<file path="src/rtl/mips_mem_pkg.sv">
// Shared types for the load/store unit: size codes, FSM states,
// data width and the byte-lane mapping helper.
package mips_mem_pkg;

  localparam int DATA_W = 32;

  typedef enum logic [1:0] {
    SZ_BYTE = 2'b00,
    SZ_HALF = 2'b01,
    SZ_WORD = 2'b10,
    SZ_RSVD = 2'b11
  } size_e;

  typedef enum logic [1:0] {
    ST_IDLE   = 2'd0,
    ST_ACCESS = 2'd1,
    ST_RESP   = 2'd2
  } state_e;

  // Big-endian puts byte 0 in lane 3, i.e. lane = 3 - offset.
  function automatic logic [1:0] lane_of(
    input logic [1:0] off,
    input logic       big
  );
    return big ? ~off : off;
  endfunction

endpackage

</file>
<file path="src/rtl/mem_lane_ext.sv">
// Load-side lane select: picks the addressed byte/halfword of a
// memory word and sign- or zero-extends it to DATA_W bits.
module mem_lane_ext
  import mips_mem_pkg::*;
#(
  parameter bit BIG_ENDIAN = 1'b0
) (
  input  logic [DATA_W-1:0] rdata_i,
  input  logic [1:0]        addr_i,
  input  logic [1:0]        size_i,
  input  logic              unsigned_i,
  output logic [DATA_W-1:0] ext_o
);

  logic [1:0]  lane;
  logic [7:0]  b;
  logic [15:0] h;

  assign lane = lane_of(addr_i, BIG_ENDIAN);
  assign h    = lane[1] ? rdata_i[31:16] : rdata_i[15:0];

  always_comb begin
    b = rdata_i[7:0];
    unique case (lane)
      2'd0: b = rdata_i[7:0];
      2'd1: b = rdata_i[15:8];
      2'd2: b = rdata_i[23:16];
      2'd3: b = rdata_i[31:24];
    endcase
  end

  always_comb begin
    ext_o = rdata_i;
    unique case (size_e'(size_i))
      SZ_BYTE: ext_o = unsigned_i ? {24'b0, b}
                                  : {{24{b[7]}}, b};
      SZ_HALF: ext_o = unsigned_i ? {16'b0, h}
                                  : {{16{h[15]}}, h};
      default: ext_o = rdata_i;
    endcase
  end

endmodule

</file>
<file path="src/rtl/mem_access_unit.sv">
// Multi-cycle load/store unit: core valid/ready in, memory req/ack
// out, with store lane packing, load extension and ack timeout.
module mem_access_unit
  import mips_mem_pkg::*;
#(
  parameter int unsigned TIMEOUT_CYC = 16,
  parameter bit          BIG_ENDIAN  = 1'b0
) (
  input  logic              clk,
  input  logic              rst_n,
  input  logic              req_valid,
  output logic              req_ready,
  input  logic              req_we,
  input  logic [1:0]        req_size,
  input  logic              req_unsigned,
  input  logic [DATA_W-1:0] req_addr,
  input  logic [DATA_W-1:0] req_wdata,
  output logic              rsp_valid,
  output logic [DATA_W-1:0] rsp_rdata,
  output logic              rsp_err,
  output logic              mem_req,
  output logic              mem_we,
  output logic [3:0]        mem_be,
  output logic [DATA_W-1:0] mem_addr,
  output logic [DATA_W-1:0] mem_wdata,
  input  logic [DATA_W-1:0] mem_rdata,
  input  logic              mem_ack
);

  state_e            state_q, state_d;
  logic [7:0]        cnt_q, cnt_d;
  logic              req_ready_q, req_ready_d;
  logic              rsp_valid_q, rsp_valid_d;
  logic [DATA_W-1:0] rsp_rdata_q, rsp_rdata_d;
  logic              rsp_err_q, rsp_err_d;
  logic              mem_req_q, mem_req_d;
  logic              mem_we_q, mem_we_d;
  logic [3:0]        mem_be_q, mem_be_d;
  logic [DATA_W-1:0] mem_addr_q, mem_addr_d;
  logic [DATA_W-1:0] mem_wdata_q, mem_wdata_d;
  logic [1:0]        sz_q, sz_d;
  logic [1:0]        off_q, off_d;
  logic              uns_q, uns_d;

  size_e             req_sz;
  logic [1:0]        st_lane;
  logic [3:0]        st_be;
  logic [DATA_W-1:0] st_wdata;
  logic              bad;
  logic [DATA_W-1:0] ld_ext;

  assign req_sz  = size_e'(req_size);
  assign st_lane = lane_of(req_addr[1:0], BIG_ENDIAN);

  assign bad = (req_sz == SZ_RSVD)
             || (req_sz == SZ_HALF && req_addr[0])
             || (req_sz == SZ_WORD && req_addr[1:0] != 2'b00);

  always_comb begin
    st_be    = 4'b1111;
    st_wdata = req_wdata;
    unique case (req_sz)
      SZ_BYTE: begin
        st_be    = 4'b0001 << st_lane;
        st_wdata = {4{req_wdata[7:0]}};
      end
      SZ_HALF: begin
        st_be    = st_lane[1] ? 4'b1100 : 4'b0011;
        st_wdata = {2{req_wdata[15:0]}};
      end
      default: begin
        st_be    = 4'b1111;
        st_wdata = req_wdata;
      end
    endcase
  end

  mem_lane_ext #(
    .BIG_ENDIAN(BIG_ENDIAN)
  ) u_ext (
    .rdata_i   (mem_rdata),
    .addr_i    (off_q),
    .size_i    (sz_q),
    .unsigned_i(uns_q),
    .ext_o     (ld_ext)
  );

  always_comb begin
    state_d     = state_q;
    cnt_d       = cnt_q;
    req_ready_d = req_ready_q;
    rsp_valid_d = rsp_valid_q;
    rsp_rdata_d = rsp_rdata_q;
    rsp_err_d   = rsp_err_q;
    mem_req_d   = mem_req_q;
    mem_we_d    = mem_we_q;
    mem_be_d    = mem_be_q;
    mem_addr_d  = mem_addr_q;
    mem_wdata_d = mem_wdata_q;
    sz_d        = sz_q;
    off_d       = off_q;
    uns_d       = uns_q;
    unique case (state_q)
      ST_IDLE: begin
        if (req_valid && req_ready_q) begin
          sz_d        = req_size;
          off_d       = req_addr[1:0];
          uns_d       = req_unsigned;
          req_ready_d = 1'b0;
          if (bad) begin
            state_d     = ST_RESP;
            rsp_valid_d = 1'b1;
            rsp_err_d   = 1'b1;
            rsp_rdata_d = '0;
          end else begin
            state_d     = ST_ACCESS;
            cnt_d       = '0;
            mem_req_d   = 1'b1;
            mem_we_d    = req_we;
            mem_be_d    = req_we ? st_be : 4'b1111;
            mem_addr_d  = {req_addr[31:2], 2'b00};
            mem_wdata_d = req_we ? st_wdata : '0;
          end
        end
      end
      ST_ACCESS: begin
        // Ack takes priority over a timeout reached in the same cycle.
        if (mem_ack || cnt_q == 8'(TIMEOUT_CYC - 1)) begin
          state_d     = ST_RESP;
          rsp_valid_d = 1'b1;
          rsp_err_d   = !mem_ack;
          rsp_rdata_d = (mem_ack && !mem_we_q) ? ld_ext : '0;
          mem_req_d   = 1'b0;
          mem_we_d    = 1'b0;
          mem_be_d    = '0;
          mem_addr_d  = '0;
          mem_wdata_d = '0;
        end else begin
          cnt_d = cnt_q + 8'd1;
        end
      end
      ST_RESP: begin
        state_d     = ST_IDLE;
        rsp_valid_d = 1'b0;
        rsp_err_d   = 1'b0;
        rsp_rdata_d = '0;
        req_ready_d = 1'b1;
      end
      default: begin
        state_d     = ST_IDLE;
        req_ready_d = 1'b1;
      end
    endcase
  end

  always_ff @(posedge clk) begin
    if (!rst_n) begin
      state_q     <= ST_IDLE;
      cnt_q       <= '0;
      req_ready_q <= 1'b1;
      rsp_valid_q <= 1'b0;
      rsp_rdata_q <= '0;
      rsp_err_q   <= 1'b0;
      mem_req_q   <= 1'b0;
      mem_we_q    <= 1'b0;
      mem_be_q    <= '0;
      mem_addr_q  <= '0;
      mem_wdata_q <= '0;
      sz_q        <= '0;
      off_q       <= '0;
      uns_q       <= 1'b0;
    end else begin
      state_q     <= state_d;
      cnt_q       <= cnt_d;
      req_ready_q <= req_ready_d;
      rsp_valid_q <= rsp_valid_d;
      rsp_rdata_q <= rsp_rdata_d;
      rsp_err_q   <= rsp_err_d;
      mem_req_q   <= mem_req_d;
      mem_we_q    <= mem_we_d;
      mem_be_q    <= mem_be_d;
      mem_addr_q  <= mem_addr_d;
      mem_wdata_q <= mem_wdata_d;
      sz_q        <= sz_d;
      off_q       <= off_d;
      uns_q       <= uns_d;
    end
  end

  assign req_ready = req_ready_q;
  assign rsp_valid = rsp_valid_q;
  assign rsp_rdata = rsp_rdata_q;
  assign rsp_err   = rsp_err_q;
  assign mem_req   = mem_req_q;
  assign mem_we    = mem_we_q;
  assign mem_be    = mem_be_q;
  assign mem_addr  = mem_addr_q;
  assign mem_wdata = mem_wdata_q;

endmodule

</file>
<file path="config.mk">
export PLATFORM = sky130hd
export DESIGN_NAME = mem_access_unit
export DESIGN_NICKNAME = d
export VERILOG_FILES = /design/src/rtl/mips_mem_pkg.sv /design/src/rtl/mem_lane_ext.sv /design/src/rtl/mem_access_unit.sv
export SDC_FILE = /design/constraint.sdc
export NUM_CORES = 1
export LEC_CHECK = 0
export ABC_AREA = 1
export CAP_MARGIN = 25
export CELL_PAD_IN_SITES_DETAIL_PLACEMENT = 0
export CELL_PAD_IN_SITES_GLOBAL_PLACEMENT = 1
export CORE_MARGIN = 3
export CORE_UTILIZATION = 30
export DETAILED_ROUTE_END_ITERATION = 7
export PLACE_DENSITY = 0.85
export SYNTH_ARGS = -nofsm -noshare
export SYNTH_HDL_FRONTEND = slang
export SYNTH_HIERARCHICAL = 1
export SYNTH_SLANG_ARGS = --single-unit
</file>
<file path="constraint.sdc">
create_clock -name clk -period 2.8 [get_ports clk]
set_input_delay 0.28 -clock clk [delete_from_list [all_inputs] [get_ports clk]]
set_output_delay 0.28 -clock clk [all_outputs]
set_load 0.1 [all_outputs]
</file>
==> summary.md, run 1 <==
| Metric | Value |
|---|---|
| Rows | `53` |
| IO Port Bufs | `206` |
| Cell internal pwr | `4.82 mW` |
| Die ar. | `0.0234 mm^2` |
| Logic gate share of total power | `0.558` |
| IO Pins | `209` |
| CP Max Fanout | `34` |
| Gr ovfl total | `0` |
| Fraction of the yosys area taken by sequential cells | `0.365` |
| Headroom to the max-slew limit | `0.488` |
| Clk sink count | `118` |
| Via count | `6933` |
| WS Path Type | `register to register` |
| Fin crit period | `2.05 ns` |
| First-pass DRT Iterations | `5` |
| VDD IR max | `0.494 mV` |
| Final ANT Viol Nets | `0` |
| Yosys cell types | `32` |
| Worst slew pin tran | `0.768 ns` |
| Latest clock arrival within the worst-skew pair | `0.42 ns` |
| Net count, final | `1314` |
| Commonest cells after routing, fill and taps aside | `nand2_1 (362), nor2_1 (129), dfxtp_1 (118), buf_4 (115), clkdlybuf4s50_1 (103)` |
| Setup violators final | `0` |
| Wire per inst | `14.2 um` |
| Max Used Layer | `met4` |
| Synth Area in Compound Gates | `0.0906` |
| Hold Crit Start | `uns_q` |
| Xor and xnor area share after synthesis | `0.00135` |
| Chip Width | `153 um` |
| Total GRT Usage | `0.178` |
| Multiplexer area fraction after synthesis | `0` |
| Setup repair bufs after CTS | `0` |
| Largest family of logic cells by synthesized area | `simple AND/OR/NAND/NOR gates` |
| Most common cell after layout, fill and taps aside | `nand2_1` |
| Cell Pwr Density | `1170 mW/mm^2` |
| Die height | `153 um` |
| Leak Pwr | `4.13 nW` |
| Status | `complete, no violations` |
| Starting Density | `0.307` |
| Fmax | `0.489 GHz` |
| CTS HTree Levels | `4` |
| NetSw | `5.72 mW` |
| CP Data Arrival Time | `2.36 ns` |
| Post-CTS Resized | `0` |
| Final Skew | `0.0132 ns` |
| Routed wl met3 | `1.96 mm` |
| Crit path capture type | `register` |
| Placer congestion estimate | `0.825` |
| Largest net degree at the start of global routing | `73` |
| Core Box Area | `0.0211 mm^2` |
| Final wirelength | `21.2 mm` |
| Post-Synth Simple-Gate Area | `0.426` |
| Clock Tree Buf Depth | `2` |
| CTS Buf Count | `17` |
| Cts hold-fix bufs | `0` |
| Crit Reg-Reg Startpoint | `state_q[1]` |
| Fin crit share | `0.731` |
| Final setup TNS | `0 ns` |
| Startpoint Class | `register` |
| Global-route wire length before repair | `34.2 mm` |
| Average size of a mapped cell | `6.28 um^2` |
| Vias/cell | `4.64` |
| Initial antenna violation count | `1` |
| Max Cap Viol | `0` |
| Cells after Synth | `1030` |
| Detail Placement HPWL | `15.0 mm` |
| Max-slew violations | `0` |
| Clock root cell | `clkbuf_16` |
| Area post-placement | `0.00842 mm^2` |
| Switching part of the total power | `0.543` |
| Fraction of layout cells with a size suffix above 1 | `0.158` |
| Final instance area | `0.00903 mm^2` |
| Tightest Hold Check Type | `register to register` |
| Yosys warns | `6` |
| Critical Path Start | `state_q[1]` |
| Fin. Hold Viols | `0` |
| RSZ-0062 raised after global routing | `no` |
| Req. time, crit path | `3.11 ns` |
| DRT iter0 DRCs | `360` |
| Worst-path clk slew | `0.06 ns` |
| DRC | `0` |
| M1 wire length | `9.24 mm` |
| CTS tree | `done` |
| Sequential share of power | `0.225` |
| Metal2 WL | `9.68 mm` |
| Post-Synth Adder-Cell Area | `0.00774` |
| Clk pwr share | `0.217` |
| Synthesized cell area | `0.00647 mm^2` |
| Vias in the first global route | `6640` |
| Yosys reg bits | `118` |
| Synthesis-to-layout area growth | `39.6%` |
-- cell families after synthesis --
logic type               after synthesis
other                                  1
adder cells (fa/ha/maj)                4
buffers and inverters                153
AND/OR/NAND/NOR                      640
flip-flops                           118
AO/OA/AOI/OAI                        113
XOR/XNOR                               1
-- worst max-delay path, cell delays in order (launching register included) --
cell      delay [ns]
dfxtp_1         0.31
inv_1           0.09
ha_2            0.20
nand2_1         0.07
o21bai_2        0.21
nand2_2         0.13
clkinv_2        0.25
and2_1          0.22
buf_4           0.24
nor2_1          0.15
nor2_1          0.05
-- cell usage after synthesis --
master,n,share of area
nand2_1,362,0.21
nor2_1,129,0.075
dfxtp_1,118,0.37
a21oi_1,93,0.072
inv_1,80,0.046
nand3_1,80,0.062
nor3_1,33,0.026
clkbuf_1,32,0.019
nand3_2,21,0.033
buf_2,16,0.012
o21ai_0,16,0.012
buf_4,10,0.012
buf_6,6,0.010
inv_2,6,0.0035
ha_1,4,0.0077
nand2_2,3,0.0029
nor2_4,3,0.0052
buf_8,2,0.0046
nand2_4,2,0.0035
nor3b_1,2,0.0023
a21oi_4,1,0.0025
and2_1,1,0.00097
clkinv_2,1,0.00077
conb_1,1,0.00058
nand3_4,1,0.0027
nand4_1,1,0.00097
nor2_2,1,0.00097
nor3_2,1,0.0015
o21a_1,1,0.0012
o21ai_1,1,0.00077
o21bai_2,1,0.0017
xor2_1,1,0.0014
-- final timing paths --
kind | cells past startpoint | to | slack (ns)
setup / recovery | 10 | rsp_rdata[31] | 0.75
hold / removal | 2 | uns_q | 0.44
setup reg to reg | 10 | rsp_rdata[31] | 0.75
hold reg to reg | 2 | uns_q | 0.44
-- final cells by class --
type / instances / area [um^2]
Clock inverter: 15 / 181
Antenna cell: 1 / 2.50
Tap cell: 275 / 344
Clock buffer: 17 / 425
Fill cell: 2280 / 12100
Multi-Input combinational cell: 760 / 3410
Timing Repair Buffer: 222 / 1970
Sequential cell: 118 / 2360
Inverter: 87 / 328
-- sequential cells by signal, summed over array words and instances (netlist names) --
name       cells
cnt_q          8
mem_wdata     32
sz_q           2
mem_addr      30
state_q        2
mem_we         1
rsp_valid      1
rsp_rdata     32
rsp_err        1
off_q          2
req_ready      1
uns_q          1
mem_be         4
mem_req        1
-- metal layers --
metal / track usage / vias up
li1: - / 3584
met1: 0.219 / 3126
met2: 0.293 / 204
met3: 0.0722 / 19
met4: 0.0433 / 0
met5: 0 / -
-- power by group through the flow --
stage / Clock [mW] / Combinational (mW) / Sequential [mW]
floorplan: 0 / 2.08 / 5.02
detailed placement: 0 / 5.93 / 2.40
global placement: 0 / 5.90 / 2.40
finish: 2.29 / 5.89 / 2.37
CTS: 2.34 / 5.94 / 2.37
global route: 2.41 / 6.31 / 2.42
-- per-stage QoR --
stage / total power, mW / worst slack (ns) / hold WS [ns] / cells / util
2_1_floorplan: 7.10 / 0.820 / 0.424 / 1031 / -
3_3_place_gp: 8.30 / 0.649 / 0.438 / 1462 / 0.399
3_5_place_dp: 8.33 / 0.591 / 0.442 / 1462 / 0.399
4_1_cts: 10.7 / 0.751 / 0.451 / 1494 / 0.428
5_1_grt: 11.1 / 0.571 / 0.482 / 1495 / 0.428
6_report: 10.5 / 0.754 / 0.444 / 1495 / 0.428
Power figures use the tool's default switching activity.
==> run 2, diff against run 1 <==
- clock period: 2.8 -> 2.1 ns (I/O delays scaled with it)
==> run 2 against run 1 <==
Register-to-register slack got worse by 0.63 ns. Die area unchanged. Via count increased by 1.6%. Routed wire length increased by 0.77%. Clock skew decreased by 0.0051 ns. Critical endpoint is now rsp_rdata[22]. Power increased by 35%. Sequential share of layout area decreased by 0.50 points. Sequential power increased by 33%. Hold slack got worse by 0.034 ns.
==> summary.md, run 2 (synthesized netlist as in run 1, its figures left out) <==
| Metric | Value |
|---|---|
| Sequential share of power | `0.221 (-0.004)` |
| Die height | `153 um (unchanged)` |
| Fraction of layout cells with a size suffix above 1 | `0.167 (+0.00888)` |
| Wire per inst | `14.2 um (about the same)` |
| Logic gate share of total power | `0.568 (+0.010)` |
| CTS HTree Levels | `4 (unchanged)` |
| Startpoint Class | `register` |
| Total GRT Usage | `0.179 (+0.000939)` |
| Switching part of the total power | `0.535 (-0.00790)` |
| Detail Placement HPWL | `15.6 mm (+3.7%)` |
| Commonest cells after routing, fill and taps aside | `nand2_1 (362), nor2_1 (129), buf_4 (121), dfxtp_1 (118), clkdlybuf4s50_1 (103)` |
| Clk pwr share | `0.211 (-0.006)` |
| CP peak stage delay | `0.56 ns (+0.25 ns)` |
| WS Path Type | `register to register` |
| Clock root cell | `clkbuf_16` |
| Antenna diodes | `0 (-1)` |
| Crit path capture type | `register` |
| Net count, final | `1327 (+0.99%)` |
| Synthesis-to-layout area growth | `42.3%` |
| Clk sink count | `118 (unchanged)` |
| Fin crit period | `1.97 ns (-0.0744 ns)` |
| NetSw | `7.64 mW (+33%)` |
| Max Cap Viol | `0 (unchanged)` |
| Final wirelength | `21.4 mm (+0.77%)` |
| Layout Cells excl Fill | `1507 (+0.80%)` |
| CTS tree | `done` |
| Initial antenna violation count | `1 (unchanged)` |
| First-pass DRT Iterations | `8 (+3)` |
| IO Port Bufs | `206 (unchanged)` |
| Chip Width | `153 um (unchanged)` |
| Vias in the first global route | `6675 (+0.53%)` |
| Worst slew pin tran | `0.533 ns (-0.235 ns)` |
| Cell Pwr Density | `1550 mW/mm^2 (+33%)` |
| Final setup TNS | `0 ns (unchanged)` |
| Most common cell after layout, fill and taps aside | `nand2_1` |
| Rows | `53 (unchanged)` |
| RSZ-0062 raised after global routing | `no` |
| Max-slew violations | `0 (unchanged)` |
| Latest clock arrival within the worst-skew pair | `0.42 ns (about the same)` |
| Core Box Area | `0.0211 mm^2 (unchanged)` |
| Setup repair bufs after CTS | `0 (unchanged)` |
| Largest net degree at the start of global routing | `70 (-4.1%)` |
| Fillers | `2275 (-0.22%)` |
| Critical path's slowest cell | `dfxtp_1` |
| IO Pins | `209 (unchanged)` |
| Fin. Hold Viols | `0 (unchanged)` |
| Placed insts | `1475 (+0.89%)` |
| Fmax | `0.507 GHz (+3.8%)` |
| Headroom to the max-slew limit | `0.644 (+0.156)` |
| CTS Buf Count | `17 (unchanged)` |
| WHS Path Cells | `5 (+3)` |
| Vias/cell | `4.68 (+0.83%)` |
| Fin worst setup slack | `0.128 ns (-0.626 ns)` |
| Setup violators final | `0 (unchanged)` |
| DRC | `0 (unchanged)` |
| CP Max Fanout | `24 (-29%)` |
| Final Skew | `0.00802 ns (-0.00515 ns)` |
| Tightest Hold Check Type | `input port to register` |
| Pre-CTS setup slack | `0.132 ns (-0.459 ns)` |
| Worst-path cell chain | `inv_2 -> o21ai_0 -> nand2_2 -> nand3_4 -> nand3_2 -> nand2_1 -> nand3_1 -> nand2_1 -> nor2_1` |
| Clock Tree Buf Depth | `2 (unchanged)` |
| Req. time, crit path | `2.41 ns (-0.70 ns)` |
| Cell internal pwr | `6.64 mW (+38%)` |
| Post-CTS Resized | `0 (unchanged)` |
| VDD IR max | `0.800 mV (+62%)` |
| Fin crit share | `0.939 (+0.208)` |
| Leak Pwr | `4.22 nW (+2.1%)` |
| Worst-path clk slew | `0.06 ns (about the same)` |
| Most used cell, CP | `nand2_1` |
| Global-route wire length before repair | `34.2 mm (about the same)` |
| Starting Density | `0.307 (unchanged)` |
| Final ANT Viol Nets | `0 (unchanged)` |
| Via count | `7047 (+1.6%)` |
| Cts hold-fix bufs | `0 (unchanged)` |
| Worst R2R Path Depth | `9 (-1)` |
| Placer congestion estimate | `0.859 (+4.1%)` |
| Gr ovfl total | `0 (unchanged)` |
| Area post-placement | `0.00860 mm^2 (+2.2%)` |
| Status | `complete, no violations` |
| CP Data Arrival Time | `2.29 ns (-0.07 ns)` |
| DRT iter0 DRCs | `333 (-7.5%)` |
| Final instance area | `0.00920 mm^2 (+2.0%)` |
| Die ar. | `0.0234 mm^2 (unchanged)` |
-- run 2: metal layers --
layer	up-vias	share of wire	GRT usage
met5	-	0.00042	0
met3	35	0.091	0.0719
met2	250	0.46	0.292
met4	2	0.020	0.0569
li1	3605	-	-
met1	3155	0.43	0.217
-- run 2: cell type report --
type	instances	area (um^2)	area share
multi-input combinational	760	3410	0.370
sequential	118	2360	0.257
timing repair buffer	235	2160	0.235
clock buffer	18	439	0.0477
tap	275	344	0.0374
inverter	87	328	0.0356
clock inverter	14	161	0.0175
-- run 2: path summary, 6_finish.rpt --
| check | startpoint | end | slack (ns) |
|---|---|---|---|
| worst min register to register | uns_q | uns_q | 0.44 |
| worst max register to register | off_q[1] | rsp_rdata[22] | 0.13 |
| worst max-delay path | off_q[1] | rsp_rdata[22] | 0.13 |
| worst min-delay path | req_addr[29] | mem_addr[29] | 0.41 |
-- run 2: metrics by stage --
stage	hold WS, ns	power [mW]	util
2_1_floorplan	0.371	9.47	-
3_3_place_gp	0.437	11.3	0.408
3_5_place_dp	0.440	11.4	0.408
4_1_cts	0.387	14.4	0.436
5_1_grt	0.419	15.1	0.436
6_report	0.410	14.3	0.436
-- run 2: worst max-delay path, delay by kind of cell, from the launching register on --
kind,cells,cell delay (ns)
compound gates,1,0.27
buf+inv,1,0.19
flops,1,0.56
simple gates,7,0.83
-- run 2: power by group through the flow --
stage                     combinational (mW)  sequential [mW]  clock (mW)
after global routing                    8.68             3.23        3.19
after floorplan                         2.78             6.69           0
after CTS                               8.17             3.16        3.08
final                                   8.12             3.16        3.01
after detailed placement                8.15             3.21           0
after global placement                  8.12             3.20           0
==> run 3, diff against run 2 <==
- CTS_BUF_LIST: unset -> sky130_fd_sc_hd__clkbuf_2 sky130_fd_sc_hd__clkbuf_4 sky130_fd_sc_hd__clkbuf_8
==> run 3 against run 2 <==
Clock skew grew 0.0085 ns. Fmax grew 1.4%. Flip-flop and latch count is the same. Worst setup slack gained 0.028 ns. Cell count is the same. Non-clock buffer count is the same. Global-route usage is essentially flat. First-iteration DRC count grew 15%. Critical path type unchanged.
==> summary.md, run 3 (synthesized netlist as in run 1, its figures left out) <==
| Metric | Value |
|---|---|
| Power, Total | `13.5 mW (-5.6%)` |
| Starting Density | `0.307 (unchanged)` |
| Wire per inst | `14.2 um (about the same)` |
| Final ANT Viol Nets | `0 (unchanged)` |
| Switching part of the total power | `0.559 (+0.0243)` |
| CP peak stage delay | `0.57 ns (about the same)` |
| Synthesis-to-layout area growth | `39.4%` |
| CP Max Fanout | `24 (unchanged)` |
| Largest net degree at the start of global routing | `70 (unchanged)` |
| Clk sink count | `118 (unchanged)` |
| Core Box Area | `0.0211 mm^2 (unchanged)` |
| M1 wire length | `9.04 mm (-1.2%)` |
| Placer congestion estimate | `0.859 (unchanged)` |
| Setup repair bufs after CTS | `0 (unchanged)` |
| WS Path Type | `register to register` |
| Global-route wire length before repair | `34.1 mm (-0.18%)` |
| Net count, final | `1327 (unchanged)` |
| Max-slew violations | `0 (unchanged)` |
| Latest clock arrival within the worst-skew pair | `0.45 ns (+0.03 ns)` |
| Metal2 WL | `9.92 mm (+1.1%)` |
| Fin crit share | `0.926 (-0.0131)` |
| Startpoint Class | `register` |
| Pre-CTS setup slack | `0.132 ns (unchanged)` |
| Area post-placement | `0.00860 mm^2 (unchanged)` |
| Total GRT Usage | `0.179 (-0.000297)` |
| Min Hold Slack | `0.375 ns (-0.0354 ns)` |
| Worst-path cell chain | `inv_2 -> o21ai_0 -> nand2_2 -> nand3_4 -> nand3_2 -> nand2_1 -> nand3_1 -> nand2_1 -> nor2_1` |
| Routed wl met3 | `1.98 mm (+1.7%)` |
| Commonest cells after routing, fill and taps aside | `nand2_1 (362), nor2_1 (129), buf_4 (121), dfxtp_1 (118), clkdlybuf4s50_1 (103)` |
| Final wirelength | `21.4 mm (about the same)` |
| IO Port Bufs | `206 (unchanged)` |
| NetSw | `7.54 mW (-1.3%)` |
| Via count | `7028 (-0.27%)` |
| First-pass DRT Iterations | `5 (-3)` |
| Max Used Layer | `met5` |
| Max Cap Viol | `0 (unchanged)` |
| Critical path's slowest cell | `dfxtp_1` |
| CTS tree | `done` |
| Post-CTS Resized | `0 (unchanged)` |
| Die ar. | `0.0234 mm^2 (unchanged)` |
| Initial antenna violation count | `1 (unchanged)` |
| IO Pins | `209 (unchanged)` |
| Logic gate share of total power | `0.601 (+0.033)` |
| Crit path capture type | `register` |
| Cell Pwr Density | `1500 mW/mm^2 (-3.6%)` |
| Headroom to the max-slew limit | `0.628 (-0.0153)` |
| Rows | `53 (unchanged)` |
| Chip Width | `153 um (unchanged)` |
| Placed insts | `1475 (unchanged)` |
| Most common cell after layout, fill and taps aside | `nand2_1` |
| Cell internal pwr | `5.95 mW (-10%)` |
| Clock Tree Buf Depth | `2 (unchanged)` |
| Final core occ | `0.427 (-0.00908)` |
| Tightest Hold Check Type | `input port to register` |
| Detail Placement HPWL | `15.6 mm (unchanged)` |
| CP Data Arrival Time | `2.29 ns (about the same)` |
| Fillers | `2306 (+1.4%)` |
| Final setup TNS | `0 ns (unchanged)` |
| Vias in the first global route | `6680 (+0.075%)` |
| CTS HTree Levels | `4 (unchanged)` |
| Fin. Hold Viols | `0 (unchanged)` |
| Die height | `153 um (unchanged)` |
| Fin crit period | `1.94 ns (-0.0275 ns)` |
| VDD IR max | `0.767 mV (-4.1%)` |
| RSZ-0062 raised after global routing | `no` |
| Most used cell, CP | `nand2_1` |
| Req. time, crit path | `2.44 ns (+0.03 ns)` |
| Fraction of layout cells with a size suffix above 1 | `0.167 (unchanged)` |
| Status | `complete, no violations` |
| Worst slew pin tran | `0.556 ns (+0.0229 ns)` |
| Fin worst setup slack | `0.156 ns (+0.0275 ns)` |
| Gr ovfl total | `0 (unchanged)` |
| Worst-path clk slew | `0.09 ns (+0.03 ns)` |
| Cts hold-fix bufs | `0 (unchanged)` |
| DRT iter0 DRCs | `384 (+15%)` |
| Fmax | `0.514 GHz (+1.4%)` |
| Vias/cell | `4.66 (-0.27%)` |
| Antenna diodes | `0 (unchanged)` |
| Clk pwr share | `0.165 (-0.046)` |
| CTS Buf Count | `17 (unchanged)` |
| Sequential share of power | `0.234 (+0.013)` |
| Setup violators final | `0 (unchanged)` |
| Final instance area | `0.00901 mm^2 (-2.1%)` |
| DRC | `0 (unchanged)` |
| Leak Pwr | `4.13 nW (-2.1%)` |
| Layout Cells excl Fill | `1507 (unchanged)` |
| Clock root cell | `clkbuf_8` |
| Final Skew | `0.0165 ns (+0.00850 ns)` |
run 3: cell counts in the layout (fill, tap and decap cells not counted):
No cell type changed its count.
run 3: path summary, 6_finish.rpt:
check,startpoint,to,slack [ns],cells past startpoint
worst min register to register,uns_q,uns_q,0.45,2
worst min-delay path,req_addr[29],mem_addr[29],0.38,5
worst max-delay path,off_q[1],rsp_rdata[22],0.16,9
worst max register to register,off_q[1],rsp_rdata[22],0.16,9
run 3: power by group through the flow:
stage | Combinational, mW | Clock [mW] | Sequential (mW)
finish | 8.11 | 2.22 | 3.15
global route | 8.68 | 2.39 | 3.23
CTS | 8.17 | 2.29 | 3.16
detailed placement | 8.15 | 0 | 3.21
global placement | 8.12 | 0 | 3.20
floorplan | 2.78 | 0 | 6.69
run 3: cell type report:
| cell class | instances | area [um^2] | share of cell area |
|---|---|---|---|
| clock buffers | 18 | 248 | 0.0275 |
| clock inverters | 14 | 161 | 0.0179 |
| inverters | 87 | 328 | 0.0364 |
| multi-input cells | 760 | 3410 | 0.378 |
| flip-flops and latches | 118 | 2360 | 0.262 |
| well taps | 275 | 344 | 0.0382 |
| repair buffers | 235 | 2160 | 0.240 |
run 3: worst max-delay path: cells and delay by family (launching register included):
kind	cells	cell delay [ns]
compound gates	1	0.25
flops	1	0.57
buf+inv	1	0.19
simple gates	7	0.82
run 3: layer usage:
metal | vias up | global-route usage
met5 | - | 0
met4 | 2 | 0.0556
met3 | 37 | 0.0705
met2 | 249 | 0.293
met1 | 3136 | 0.216
li1 | 3604 | -
